File: src/rtl/exe_stage_pkg.sv
// Shared types for the execute stage: bus widths, ALU opcodes and the packed
// layouts of the ID->EX and EX->MEM buses.
package exe_stage_pkg;

   localparam int DS_TO_ES_BUS_W = 142;
   localparam int ES_TO_MS_BUS_W = 71;

   typedef enum logic [3:0] {
      ALU_ADD = 4'd0,
      ALU_SUB = 4'd1,
      ALU_SLT = 4'd2,
      ALU_AND = 4'd3,
      ALU_OR  = 4'd4,
      ALU_XOR = 4'd5,
      ALU_SLL = 4'd6,
      ALU_SRL = 4'd7,
      ALU_MUL = 4'd8,
      ALU_OP2 = 4'd9
   } alu_op_e;

   // Field order is MSB..LSB of the flat bus.
   typedef struct packed {
      logic        res_from_mem;
      logic        mem_we;
      logic        gr_we;
      logic [4:0]  dest;
      logic        src2_is_imm;
      logic        src1_is_pc;
      alu_op_e     alu_op;
      logic [31:0] imm;
      logic [31:0] rkd_val;
      logic [31:0] rj_val;
      logic [31:0] pc;
   } ds_to_es_t;

   typedef struct packed {
      logic        res_from_mem;
      logic        gr_we;
      logic [4:0]  dest;
      logic [31:0] alu_result;
      logic [31:0] pc;
   } es_to_ms_t;

   function automatic logic is_mem_op(input ds_to_es_t b);
      return b.res_from_mem | b.mem_we;
   endfunction

endpackage

File: src/rtl/exe_stage_alu.sv
// Combinational ALU for the execute stage; unknown opcodes produce zero.
module exe_stage_alu
   import exe_stage_pkg::*;
(
   input  logic [31:0] op1,
   input  logic [31:0] op2,
   input  alu_op_e     alu_op,
   output logic [31:0] alu_output
);

   logic [31:0] mul_lo;
   logic        lt_signed;

   assign mul_lo    = op1 * op2;
   assign lt_signed = $signed(op1) < $signed(op2);

   always_comb begin
      alu_output = 32'd0;
      case (alu_op)
         ALU_ADD: alu_output = op1 + op2;
         ALU_SUB: alu_output = op1 - op2;
         ALU_SLT: alu_output = {31'd0, lt_signed};
         ALU_AND: alu_output = op1 & op2;
         ALU_OR:  alu_output = op1 | op2;
         ALU_XOR: alu_output = op1 ^ op2;
         ALU_SLL: alu_output = op1 << op2[4:0];
         ALU_SRL: alu_output = op1 >> op2[4:0];
         ALU_MUL: alu_output = mul_lo;
         ALU_OP2: alu_output = op2;
         default: alu_output = 32'd0;
      endcase
   end

endmodule

File: src/rtl/exe_stage.sv
// Execute stage: ID->EX pipeline register with valid/allowin handshake,
// operand selection, ALU, data-SRAM request and the EX bypass bus to ID.
module exe_stage
   import exe_stage_pkg::*;
(
   input  logic                      clk,
   input  logic                      reset,
   input  logic                      ds_to_es_valid,
   output logic                      es_allowin,
   input  logic [DS_TO_ES_BUS_W-1:0] ds_to_es_bus,
   input  logic                      ms_allowin,
   output logic                      es_to_ms_valid,
   output logic [ES_TO_MS_BUS_W-1:0] es_to_ms_bus,
   output logic                      es_fwd_we,
   output logic [4:0]                es_fwd_dest,
   output logic [31:0]               es_fwd_data,
   output logic                      es_fwd_is_load,
   output logic                      data_sram_en,
   output logic [3:0]                data_sram_we,
   output logic [31:0]               data_sram_addr,
   output logic [31:0]               data_sram_wdata
);

   logic        es_valid_reg;
   ds_to_es_t   es_bus_reg;
   logic        es_ready_go;
   logic [31:0] op1;
   logic [31:0] op2;
   logic [31:0] alu_result;
   logic        mem_go;
   es_to_ms_t   ms_pkt;

   assign es_ready_go = 1'b1;
   assign es_allowin  = ~es_valid_reg | (es_ready_go & ms_allowin);

   always_ff @(posedge clk) begin
      if (reset) begin
         es_valid_reg <= 1'b0;
      end else if (es_allowin) begin
         es_valid_reg <= ds_to_es_valid;
      end
   end

   // Payload carries no reset: it is meaningless while es_valid_reg is low.
   always_ff @(posedge clk) begin
      if (ds_to_es_valid & es_allowin) begin
         es_bus_reg <= ds_to_es_t'(ds_to_es_bus);
      end
   end

   assign op1 = es_bus_reg.src1_is_pc  ? es_bus_reg.pc  : es_bus_reg.rj_val;
   assign op2 = es_bus_reg.src2_is_imm ? es_bus_reg.imm : es_bus_reg.rkd_val;

   exe_stage_alu alu_ (
      .op1        (op1),
      .op2        (op2),
      .alu_op     (es_bus_reg.alu_op),
      .alu_output (alu_result)
   );

   assign es_to_ms_valid = es_valid_reg & es_ready_go;

   always_comb begin
      ms_pkt              = '0;
      ms_pkt.res_from_mem = es_bus_reg.res_from_mem;
      ms_pkt.gr_we        = es_bus_reg.gr_we;
      ms_pkt.dest         = es_bus_reg.dest;
      ms_pkt.alu_result   = alu_result;
      ms_pkt.pc           = es_bus_reg.pc;
   end
   assign es_to_ms_bus = ms_pkt;

   // Issue the SRAM request only on the cycle the instruction leaves for MEM,
   // so a stalled access is never strobed twice.
   assign mem_go          = es_valid_reg & ms_allowin;
   assign data_sram_en    = mem_go & is_mem_op(es_bus_reg);
   assign data_sram_addr  = alu_result;
   assign data_sram_wdata = es_bus_reg.rkd_val;

   generate
      for (genvar gi = 0; gi < 4; gi++) begin : g_byte_we
         assign data_sram_we[gi] = mem_go & es_bus_reg.mem_we;
      end
   endgenerate

   assign es_fwd_we      = es_valid_reg & es_bus_reg.gr_we & (es_bus_reg.dest != 5'd0);
   assign es_fwd_dest    = es_valid_reg ? es_bus_reg.dest : 5'd0;
   assign es_fwd_data    = es_valid_reg ? alu_result : 32'd0;
   assign es_fwd_is_load = es_valid_reg & es_bus_reg.res_from_mem;

endmodule

File: config.mk
export PLATFORM = sky130hd
export DESIGN_NAME = exe_stage
export DESIGN_NICKNAME = d
export VERILOG_FILES = /design/src/rtl/exe_stage_pkg.sv /design/src/rtl/exe_stage_alu.sv /design/src/rtl/exe_stage.sv
export SDC_FILE = /design/constraint.sdc
export NUM_CORES = 2
export LEC_CHECK = 0
export ABC_CLOCK_PERIOD_IN_PS = 17350
export BUFFER_PORTS_ARGS = -buffer_cell sky130_fd_sc_hd__buf_2
export CELL_PAD_IN_SITES_DETAIL_PLACEMENT = 2
export CELL_PAD_IN_SITES_GLOBAL_PLACEMENT = 2
export CORE_ASPECT_RATIO = 0.5
export CORE_MARGIN = 5
export CORE_UTILIZATION = 41
export CTS_CLUSTER_DIAMETER = 30
export CTS_CLUSTER_SIZE = 30
export DETAILED_ROUTE_END_ITERATION = 10
export PLACE_DENSITY_LB_ADDON = 0.1
export SLEW_MARGIN = 40
export SYNTH_ARGS = -nofsm -noshare
export SYNTH_HDL_FRONTEND = slang
export SYNTH_SLANG_ARGS = --single-unit
File: constraint.sdc
create_clock -name clk -period 17.35 [get_ports clk]
set_clock_uncertainty 0.2 [all_clocks]
set_input_delay 3.47 -clock clk [delete_from_list [all_inputs] [get_ports clk]]
set_output_delay 3.47 -clock clk [all_outputs]
set_load 0.005 [all_outputs]
# Yosys cells after proc, flatten, opt, wreduce, memory -nomap -nowiden
# Cells that the tools add are included.
# op_classes
n_addsub	2
multipliers	1
n_lt_le_gt_ge	1
n_eq_ne	9
n_shift	2
n_mux	5
n_bitwise	13
n_reduce_logical	2
# ops
cell	n
one-hot mux 32 bit (10 select lines)	1
two-way mux 32 bit	3
adder 32 bit	1
AND 32 bit	1
less-than comparator 32 bit	1
multiplier 32 x 32 -> 32 bit	1
bitwise OR 32 bit	1
<< shifter 32 x 5 -> 32 bit	1
right shift 32 x 5 -> 32 bit	1
subtractor 32 bit	1
bitwise XOR 32 bit	1
equality test 4 x 3 -> 1 bit (second input constant)	4
equality test 4 x 2 -> 1 bit (second input constant)	2
equality test 4 bit (second input constant)	2
AND 1 bit	7
two-way mux 5 bit	1
nonzero test 5 bit	1
equality test 4 x 1 -> 1 bit (second input constant)	1
logical NOT 4 bit	1
bitwise OR 1 bit	2
inverter 1 bit	1
# word_totals
regBits	143
inputBits	146
out_inout_bits	181
word_cells	47

# Logic depth before layout (Yosys ltp)
# logic_depth
ltp_word	4
ltp_mapped	34
depth_no_buf	29

# Cells and area by module
# A second synthesis with hierarchy kept.
# hier_totals
cells_unflattened	3323
area_unflattened_um2	29090.4
# modules_own_cells
module	instances	cells_each	area_each_um2	seq_area_each_um2
exe_stage_alu	1	2952	22904.5	0.0
exe_stage	1	371	6185.9	4284.1

# Worst setup path before layout
# No wires, ideal clock.
# synth_timing
path_type	register to output
from	register es_bus_reg[133] (netlist name)
to	output port es_fwd_data[26]
arrival_ns	8.357
required_ns	13.680
slack_ns	5.323
stages_incl_launch_ff	34
path_buffers	7
cell_sequence	edfxtp_1 -> buf_6 -> buf_12 -> buf_6 -> mux2i_1 -> buf_2 -> buf_2 -> buf_1 -> buf_1 -> nor2_1 -> fa_1 -> inv_1 -> fa_1 -> fa_1 -> fa_1 -> inv_1 -> fa_1 -> inv_1 -> fa_1 -> inv_1 -> fa_1 -> fa_1 -> ha_1 -> a21o_1 -> a21o_1 -> a21o_1 -> o21bai_1 -> a41oi_2 -> nor2_1 -> o211ai_1 -> nand2_1 -> xor2_1 -> a221o_1 -> and2_1
# synth_via
elab_chain_cells	4
elab_cells_between_ends	11
cone_classes	add/sub (2); mul (1); shift (2); mux (3); bitwise (3)
# synth_rtl
item	line_no	text
start: declaration	exe_stage.sv:25	ds_to_es_t es_bus_reg;
start signal: assignment	exe_stage.sv:47	es_bus_reg <= ds_to_es_t'(ds_to_es_bus);
two-way mux 32 bit (*)	exe_stage.sv:52	assign op2 = es_bus_reg.src2_is_imm ? es_bus_reg.imm : es_bus_reg.rkd_val;
multiplier 32 x 32 -> 32 bit, or another cell as far along	exe_stage_alu.sv:14	assign mul_lo = op1 * op2;
one-hot mux 32 bit (10 select lines) (*)	exe_stage_alu.sv:19	case (alu_op)
net data_sram_addr[26]	exe_stage.sv:20	output logic [31:0] data_sram_addr,
two-way mux 32 bit (*)	exe_stage.sv:88	assign es_fwd_data = es_valid_reg ? alu_result : 32'd0;
end: declaration	exe_stage.sv:16	output logic [31:0] es_fwd_data,
# Mark *: on every way through the listed nets, which the timed path passes. The rest lies on a longest branch.

# Final worst setup path
# layout_timing
from	register es_bus_reg[133] (netlist name)
to	output port es_fwd_data[23]
# layout_via
elab_chain_cells	4
elab_cells_between_ends	11
cone_classes	add/sub (2); mul (1); shift (2); mux (3); bitwise (3)
# layout_rtl
item	line_no
two-way mux 32 bit (*)	exe_stage.sv:52
multiplier 32 x 32 -> 32 bit, or another cell as far along	exe_stage_alu.sv:14
one-hot mux 32 bit (10 select lines) (*)	exe_stage_alu.sv:19
two-way mux 32 bit (*)	exe_stage.sv:88
# Every way passes the cells marked *; elsewhere a longest branch is shown, timed or not.

==> impl_metrics.tcl <==
set metrics [dict create \
    r2r_setup_slack_ns 14.52 \
    finalWirelength_um 170700 \
    yosys_register_bits 143 \
    dieArea_um2 76490 \
    synth.distinct_cells 84 \
    fin_tns_setup_ns 0 \
    end_kind "primary output" \
    tightest_slew_ns 1.022 \
    final_cells 4478 \
    min_period_ns 14.73 \
    status "complete, no violations" \
    netlist_top_cells_count "nor2_1, inv_1, fa_1" \
    core_area_um2 69510 \
    grt_pass1_vias 31360 \
    reg2reg_depth 4 \
    numCtsBuffers 17 \
    synth_top_area_share_pct 28.30 \
    drt_iter0_markers 3550 \
    globalplace.congestion 0.9915 \
    clock_latency_ns 0.45 \
    final.fill_count 7618 \
    portBuffers 326 \
    antenna_found_initial 17 \
    cts_max_path_buffers 2 \
    final_core_util_pct 45.97 \
    yosysMostFrequentCell "nor2_1" \
    wl_per_cell_um 38.11 \
    fmax_mhz 67.87 \
    final_nets 4288 \
    die_h_um 198.1 \
    grt_max_degree 88 \
    io_pins 327 \
    synth_area_leaders "fa_1, edfxtp_1, ha_1" \
    met1_usage_pct 58.21 \
    cts-hold-fix-buffers 0 \
    rows 68 \
    rsz0062_at_grt "false" \
    clkTransAtPathRegs_ns 0.08 \
    worst_hold_path_type "flop to flop" \
    ant_nets 0 \
    min_path_cells 3 \
    seq_area_frac_synth_pct 14.77 \
    ctsResizeCount 0 \
    grt-ovfl-total 0 \
    synth_top_cell_by_area "fa_1" \
    grt_util_met2_pct 66.15 \
    min_to "es_to_ms_valid" \
    whs_ns 0.6534 \
    area_growth_pct 10.17 \
    rr_endpoint "es_to_ms_bus[23]" \
    drive_gt1_share_pct 16.26 \
    syn_avg_cell_area_um2 8.666 \
    drc 0 \
    h-tree-depth 4 \
    grt-busiest-layer "met2" \
    synthCells 3347 \
    finalHoldViolCount 0 \
    synthFlopType "edfxtp_1" \
    vias 28650 \
    synth_warnings 0 \
    path_class "flop to primary output" \
    drtPass1Iterations 6 \
    maxCapViolations 0 \
    min_from "es_to_ms_valid" \
    setup_viol 0 \
    cts_setup_buffers 0 \
    initial_core_util_pct 41.73 \
    cts_sinks 143 \
    synth_edf_count 142 \
    slew_headroom_pct 31.41 \
    cp-start-kind "flop" \
    cp_slowest_cell "mux2i_1" \
    grt_pass1_wl_um 238400 \
    critical_path_arrival_ns 11.06 \
    avgViaCountPerCell 6.397 \
    largest_register_ffs 71 \
    cp_slowest_stage_delay_ns 0.65 \
    critPathRequiredTime_ns 13.68 \
    dp_hpwl_um 130300 \
    cts_tree "yes" \
    r2r_start "es_to_ms_valid" \
    gr-usage-all-layers_pct 44.14 \
    cp_max_fo 35 \
    syn_area_um2 29010 \
    final.period_utilization_pct 84.92 \
    synth_fp_nets 4123 \
    cts_root_buf "clkbuf_16" \
    slew_violations 0 \
    path_common_cell "fa_1" \
    placed_cells 4438 \
    async_flop_share_pct 0 \
    fp.dieW_um 386.2 \
    grtUsageMet3_pct 14.70 \
]
==> per-layer routing <==
metal | wire length (um) | share of wire, % | vias to the layer above
li1 | - | - | 11140
met2 | 72320 | 42 | 1995
met5 | 63 | 0.037 | -
met1 | 67330 | 39 | 14970
met3 | 21710 | 13 | 530
met4 | 9241 | 5.4 | 10
==> how the worst max path moves through the flow <==
stage	startpoint	endpoint	slack [ns]	cells past startpoint
6_report	es_bus_reg[133]	es_fwd_data[23]	2.62	29
3_5_place_dp	es_bus_reg[133]	es_fwd_data[23]	3.47	29
4_1_cts	es_bus_reg[133]	es_fwd_data[23]	2.89	29
2_1_floorplan	es_bus_reg[133]	es_fwd_data[26]	5.32	33
3_3_place_gp	es_bus_reg[133]	es_fwd_data[23]	3.77	29
5_1_grt	es_bus_reg[133]	es_fwd_data[23]	2.53	29
==> cells by family after synthesis <==
| logic type | Yosys count | share of synthesized area (%) |
|---|---|---|
| XOR/XNOR | 111 | 3.425 |
| multiplexers | 127 | 4.896 |
| adder cells (fa/ha/maj) | 630 | 37.79 |
| buffers and inverters | 767 | 11.84 |
| flip-flops | 143 | 14.77 |
| AND/OR/NAND/NOR | 974 | 13.78 |
| AO/OA/AOI/OAI | 595 | 13.51 |
==> stage by stage <==
stage               worst slack [ns]  cell area (um^2)
finish                         2.616             31960
CTS                            2.886             31920
floorplan                      5.323             29010
global route                   2.530             31940
detailed placement             3.475             31340
global placement               3.775             31290
==> final cells by class <==
class / count / area, um^2 / area share (%)
antenna: 8 / 20.02 / 0.06265
timing repair buffer: 432 / 2470 / 7.729
sequential: 143 / 4284 / 13.41
tap: 945 / 1182 / 3.700
clock buffer: 17 / 425.4 / 1.331
clock inverter: 15 / 158.9 / 0.4973
inverter: 481 / 1807 / 5.654
multi-input combinational: 2437 / 21610 / 67.62
==> cell usage in the layout (no fill, tap or decap), drive strengths merged, types with 21 or more instances in the layout <==
cell    count
nor2      489
o211ai     26
o21ai     129
nand2b     21
fa        410
mux2i     121
and2       37
ha        220
nand2     326
nand3      22
a221oi     23
a21o       34
a21oi     171
a211oi     22
nor3       36
xnor2      90
edfxtp    142
inv       476
buf       431
==> worst max-delay path, delay by kind of cell (launching register included) <==
family / cells / cell delay [ns]
adder cells (fa/ha/maj): 9 / 3.89
buffers and inverters: 8 / 2.47
AO/OA/AOI/OAI: 7 / 2.15
multiplexers: 2 / 0.94
AND/OR/NAND/NOR: 3 / 0.53
flip-flops: 1 / 0.52
Power is not shown: default switching activity piles up to over one toggle a cycle in this logic, so the estimate is an artifact.
